===== src/rtl/edge_delay_pkg.sv =====
// Shared definitions for the multi-channel edge delay block: delay-mode
// encodings, per-channel state type and the edge selection helper.
package edge_delay_pkg;

    localparam logic [1:0] DLY_RISE = 2'd0;
    localparam logic [1:0] DLY_FALL = 2'd1;
    localparam logic [1:0] DLY_BOTH = 2'd2;

    typedef enum logic {
        ST_IDLE = 1'b0,
        ST_PEND = 1'b1
    } ch_state_e;

    // Reserved mode 3 behaves like DLY_BOTH.
    function automatic logic edge_is_delayed(input logic [1:0] mode, input logic target_level);
        case (mode)
            DLY_RISE: return target_level;
            DLY_FALL: return !target_level;
            DLY_BOTH: return 1'b1;
            default:  return 1'b1;
        endcase
    endfunction

endpackage


===== src/rtl/edge_delay_ch.sv =====
// One edge delay channel: follows signal_in_i immediately or after a
// programmable number of cnt_step ticks, depending on the edge direction.
module edge_delay_ch
    import edge_delay_pkg::*;
#(
    parameter int         CNTR_NBITS = 5,
    parameter logic       DEF_OUTPUT = 1'b0,
    parameter logic [1:0] DELAY_MODE = DLY_RISE
) (
    input  logic                  clk,
    input  logic                  reset_n,
    input  logic                  cnt_step_i,
    input  logic [CNTR_NBITS-1:0] size_rise_i,
    input  logic [CNTR_NBITS-1:0] size_fall_i,
    input  logic                  signal_in_i,
    input  logic                  force_en_i,
    input  logic                  force_val_i,
    output logic                  delay_output_o,
    output logic                  edge_pulse_o,
    output logic                  busy_o
);

    ch_state_e             state_q, state_d;
    logic [CNTR_NBITS-1:0] timer_q, timer_d;
    logic [CNTR_NBITS-1:0] size;
    logic                  out_q, out_d;
    logic                  pulse_q;
    logic                  delayed;

    // The step seen on the edge that registers the divergence is not counted,
    // so the output follows on the (size+1)-th step seen while pending.
    always_comb begin
        size    = signal_in_i ? size_rise_i : size_fall_i;
        delayed = edge_is_delayed(DELAY_MODE, signal_in_i);
        state_d = state_q;
        timer_d = timer_q;
        out_d   = out_q;
        if (force_en_i) begin
            out_d   = force_val_i;
            timer_d = '0;
            state_d = ST_IDLE;
        end else if (signal_in_i == out_q) begin
            timer_d = '0;
            state_d = ST_IDLE;
        end else if (!delayed) begin
            out_d   = signal_in_i;
            timer_d = '0;
            state_d = ST_IDLE;
        end else if (state_q == ST_IDLE) begin
            timer_d = '0;
            state_d = ST_PEND;
        end else if (cnt_step_i) begin
            if (timer_q == size) begin
                out_d   = signal_in_i;
                timer_d = '0;
                state_d = ST_IDLE;
            end else begin
                timer_d = timer_q + CNTR_NBITS'(1);
            end
        end
    end

    always_ff @(posedge clk) begin
        if (!reset_n) begin
            state_q <= ST_IDLE;
            timer_q <= '0;
            out_q   <= DEF_OUTPUT;
            pulse_q <= 1'b0;
        end else begin
            state_q <= state_d;
            timer_q <= timer_d;
            out_q   <= out_d;
            pulse_q <= (out_d != out_q);
        end
    end

    assign delay_output_o = out_q;
    assign edge_pulse_o   = pulse_q;
    assign busy_o         = (state_q == ST_PEND);

endmodule


===== src/rtl/edge_delay_mc.sv =====
// Multi-channel edge delay / debounce block. Defining EDGE_DELAY_MC_FORCE_EN
// adds per-channel force_en/force_val override ports.
module edge_delay_mc
    import edge_delay_pkg::*;
#(
    parameter int             NCH        = 4,
    parameter int             CNTR_NBITS = 5,
    parameter logic [NCH-1:0] DEF_OUTPUT = {NCH{1'b0}},
    parameter logic [1:0]     DELAY_MODE = DLY_RISE
) (
    input  logic                      clk,
    input  logic                      reset_n,
    input  logic                      cnt_step,
    input  logic [NCH*CNTR_NBITS-1:0] cnt_size_rise,
    input  logic [NCH*CNTR_NBITS-1:0] cnt_size_fall,
    input  logic [NCH-1:0]            signal_in,
`ifdef EDGE_DELAY_MC_FORCE_EN
    input  logic [NCH-1:0]            force_en,
    input  logic [NCH-1:0]            force_val,
`endif
    output logic [NCH-1:0]            delay_output,
    output logic [NCH-1:0]            edge_pulse,
    output logic [NCH-1:0]            busy
);

    logic [NCH-1:0] forceEn;
    logic [NCH-1:0] forceVal;

`ifdef EDGE_DELAY_MC_FORCE_EN
    assign forceEn  = force_en;
    assign forceVal = force_val;
`else
    assign forceEn  = '0;
    assign forceVal = '0;
`endif

    for (genvar i = 0; i < NCH; i++) begin : g_ch
        edge_delay_ch #(
            .CNTR_NBITS (CNTR_NBITS),
            .DEF_OUTPUT (DEF_OUTPUT[i]),
            .DELAY_MODE (DELAY_MODE)
        ) u_ch (
            .clk            (clk),
            .reset_n        (reset_n),
            .cnt_step_i     (cnt_step),
            .size_rise_i    (cnt_size_rise[i*CNTR_NBITS +: CNTR_NBITS]),
            .size_fall_i    (cnt_size_fall[i*CNTR_NBITS +: CNTR_NBITS]),
            .signal_in_i    (signal_in[i]),
            .force_en_i     (forceEn[i]),
            .force_val_i    (forceVal[i]),
            .delay_output_o (delay_output[i]),
            .edge_pulse_o   (edge_pulse[i]),
            .busy_o         (busy[i])
        );
    end

endmodule


===== config.mk =====
export PLATFORM = sky130hd
export DESIGN_NAME = edge_delay_mc
export DESIGN_NICKNAME = d
export VERILOG_FILES = /design/src/rtl/edge_delay_pkg.sv /design/src/rtl/edge_delay_ch.sv /design/src/rtl/edge_delay_mc.sv
export SDC_FILE = /design/constraint.sdc
export NUM_CORES = 1
export LEC_CHECK = 0
export ABC_AREA = 1
export BUFFER_PORTS_ARGS = -buffer_cell sky130_fd_sc_hd__buf_2
export CAP_MARGIN = 20
export CELL_PAD_IN_SITES_DETAIL_PLACEMENT = 1
export CELL_PAD_IN_SITES_GLOBAL_PLACEMENT = 2
export CORE_ASPECT_RATIO = 0.6
export CORE_MARGIN = 4
export CORE_UTILIZATION = 28
export DETAILED_ROUTE_END_ITERATION = 6
export PLACE_DENSITY_LB_ADDON = 0.1
export SETUP_SLACK_MARGIN = 0.15
export SLEW_MARGIN = 25
export SYNTH_ARGS = -nofsm -noshare
export SYNTH_HDL_FRONTEND = slang
export SYNTH_SLANG_ARGS = --single-unit

===== constraint.sdc =====
create_clock -name clk -period 1.7 [get_ports clk]
set_input_delay 0.255 -clock clk [delete_from_list [all_inputs] [get_ports clk]]
set_output_delay 0.255 -clock clk [all_outputs]
set_load 0.05 [all_outputs]

==> flow_summary.ini <==
[status]
status = finished clean

[sta]
setup_viol_count_final = 0
slew_headroom_pct = 75.9
slew_viol_final = 0
rsz0062_at_grt = false
worst_pin_slew_ps = 361
whs_ps = 283
fin_setup_tns_ps = 0
period_share_pct = 76.1
max_freq_mhz = 773
fin_crit_ps = 1290
hold_viol_final = 0
finClkSkew_ps = 7.38

[die]
dieArea_um2 = 9140
core_um2 = 7330
fp.dieW_um = 121
start_util_pct = 29.2
rows = 24
fp.dieH_um = 75.7
io-pin-count = 59

[route]
drc = 0
vias = 2184
wire_per_inst_um = 11.6
first_pass_iters = 4
wl_mm = 5.87
drt-initial-drc-count = 73
vias_per_cell = 4.31
antenna_left = 0

[hold_path]
hold_depth = 3
worstHoldStart = signal_in[3]
min-delay-path-class = input port to flop

[power]
p_total_uw = 1960
powerDensity_nw_per_um2 = 764
vdd_ir_drop_max_mv = 0.313
leakage_uw = 0.00133

[cts]
cts_made_buffers = 5
clk_latency_ps = 280
holdBufCountCts = 0
post_cts_buffers = 0
cts.clk_slew.worst_paths_ps = 50
cts_root_buf = clkbuf_16
cts_num_sinks = 32
clock_path_buffers = 2
cts_tree = yes
post_cts_resize_count = 0
h-tree-depth = 2

[finish]
nFillCells = 1016
final_util_pct = 35.0
drive_gt1_share_pct = 19.4
multiInputGateArea_um2 = 1150
antenna_cells = 0
syn2layout_area_growth_pct = 20.0
nets = 453
sequential_cell_area_um2 = 641

[synth]
synth_nets = 407
netlist_instances = 356
ys_seq_area_share_pct = 30.0
syn_area_per_cell_um2 = 6.01
synth_flop_cell = dfxtp_1
yosysMostFrequentCell = nand2_1
post-synth-top-area-cell = dfxtp_1
post_synth_num_cell_types = 25
synth_top_area_share_pct = 30.0
syn_area_um2 = 2140
synthTopCellsByArea = dfxtp_1, nand2_1, inv_1
yosys_warnings = 0
synth_edf_count = 0
yosys-top-cells-count = nand2_1, inv_1, nand3_1, dfxtp_1, nor2_1
ys_ff_latch = 32
synthArstFlopShare_pct = 0

[grt]
grt_overflow = 0
grt_pass1_wl_mm = 9.82
grt_pass1_vias = 2110
grt_usage_pct = 13.7
grt_max_degree = 19
antenna_found_initial = 0

[worst_setup_path]
worstPathMaxFanout = 5
crit_path_end_kind = flop
crit_arrival_ps = 1520
critPathKind = flop to flop
max_stage_delay_ps = 410
crit_path_start_kind = flop
crit_path_top_delay_cell = dfxtp_1
required_ps = 1930
r2r_cells = 7
path_cells = ha_1 -> nand3_1 -> nor2_1 -> o21ai_0 -> a21oi_1 -> nand2_1 -> inv_1
crit_path_start = g_ch[0].u_ch.timer_q[0]$_SDFFE_PP0P_
r2r-start = g_ch[0].u_ch.timer_q[0]$_SDFFE_PP0P_

[placed_design]
portBuffers = 58
gp_routability_congestion = 0.726
hpwl_mm = 4.72

[run]
cap_viol_max_count = 0
-- per-stage QoR --
stage	setup WS, ps	cell area, um2	std cells
final	406	2570	507
after global routing	234	2570	507
after CTS	419	2570	507
after detailed placement	153	2420	499
after global placement	187	2420	499
after floorplan	575	2140	356
-- final timing paths --
path                                                               end  slack (ps)
worst max-delay path              g_ch[0].u_ch.timer_q[4]$_SDFFE_PP0P_         410
worst min-delay path            g_ch[3].u_ch.delay_output_o$_SDFF_PN0_         280
worst max register to register    g_ch[0].u_ch.timer_q[4]$_SDFFE_PP0P_         410
worst min register to register          g_ch[1].u_ch.busy_o$_SDFF_PP0_         510
-- final cells by class --
class                   count  share of cell area, %
multi-input cells         253                   45.0
repair buffers             59                   11.6
inverters                  51                   7.65
clock buffers               8                   5.70
well taps                 104                   5.07
flip-flops and latches     32                   25.0
-- cells by family (layout without fill, tap and decap cells) --
kind of cell | Yosys count | after routing | synth area share (%)
AOI/OAI and AO/OA | 28 | 28 | 7.20
and+or+nand+nor | 214 | 214 | 41.6
DFF | 32 | 32 | 30.0
adders and majority gates | 4 | 4 | 2.34
buffers and inverters | 71 | 118 | 16.0
xor gates and xnor gates | 7 | 7 | 2.87
-- layer usage --
layer / GRT usage [%] / wire (um) / vias up / share of wire (%)
met4: 4.52 / 70 / 0 / 1.2
met3: 3.93 / 278 / 7 / 4.7
met5: 0 / 0 / - / 0
met1: 18.8 / 3150 / 953 / 54
li1: - / - / 1182 / -
met2: 20.9 / 2370 / 42 / 40
-- critical path, delay by kind of cell, from the launching register on --
family / cells / cell delay (ps)
adder cells (fa/ha/maj): 1 / 200
buffers and inverters: 1 / 50
AO/OA/AOI/OAI: 2 / 220
flip-flops: 1 / 410
AND/OR/NAND/NOR: 3 / 350
-- registers in the layout, indices dropped and copies added, names as in the netlist --
name                      count
g_ch.u_ch.busy_o              4
g_ch.u_ch.delay_output_o      4
g_ch.u_ch.edge_pulse_o        4
g_ch.u_ch.timer_q            20
-- placed cells by master (no fill, tap or decap) --
master / instances
xor2_1: 7
ha_1: 4
inv_4: 2
a31oi_1: 3
a21oi_2: 1
nand4_1: 6
o21ai_1: 3
dfxtp_1: 32
buf_4: 1
nand2_1: 139
nor2_2: 4
o21ai_0: 6
clkbuf_1: 2
buf_2: 58
clkbuf_16: 5
o211ai_1: 1
nand3b_1: 1
or2_2: 1
nor2_1: 26
o21ai_2: 1
inv_1: 49
nand2_2: 3
a21oi_1: 13
clkbuf_8: 1
nand3_1: 33
nand3_2: 1
-- power breakdown --
part	switching, uW	internal (uW)	total, uW
Combinational	173	103	276
Sequential	8.79	759	768
Clock	334	584	918
Note: power is estimated with default switching activity, not from simulation.
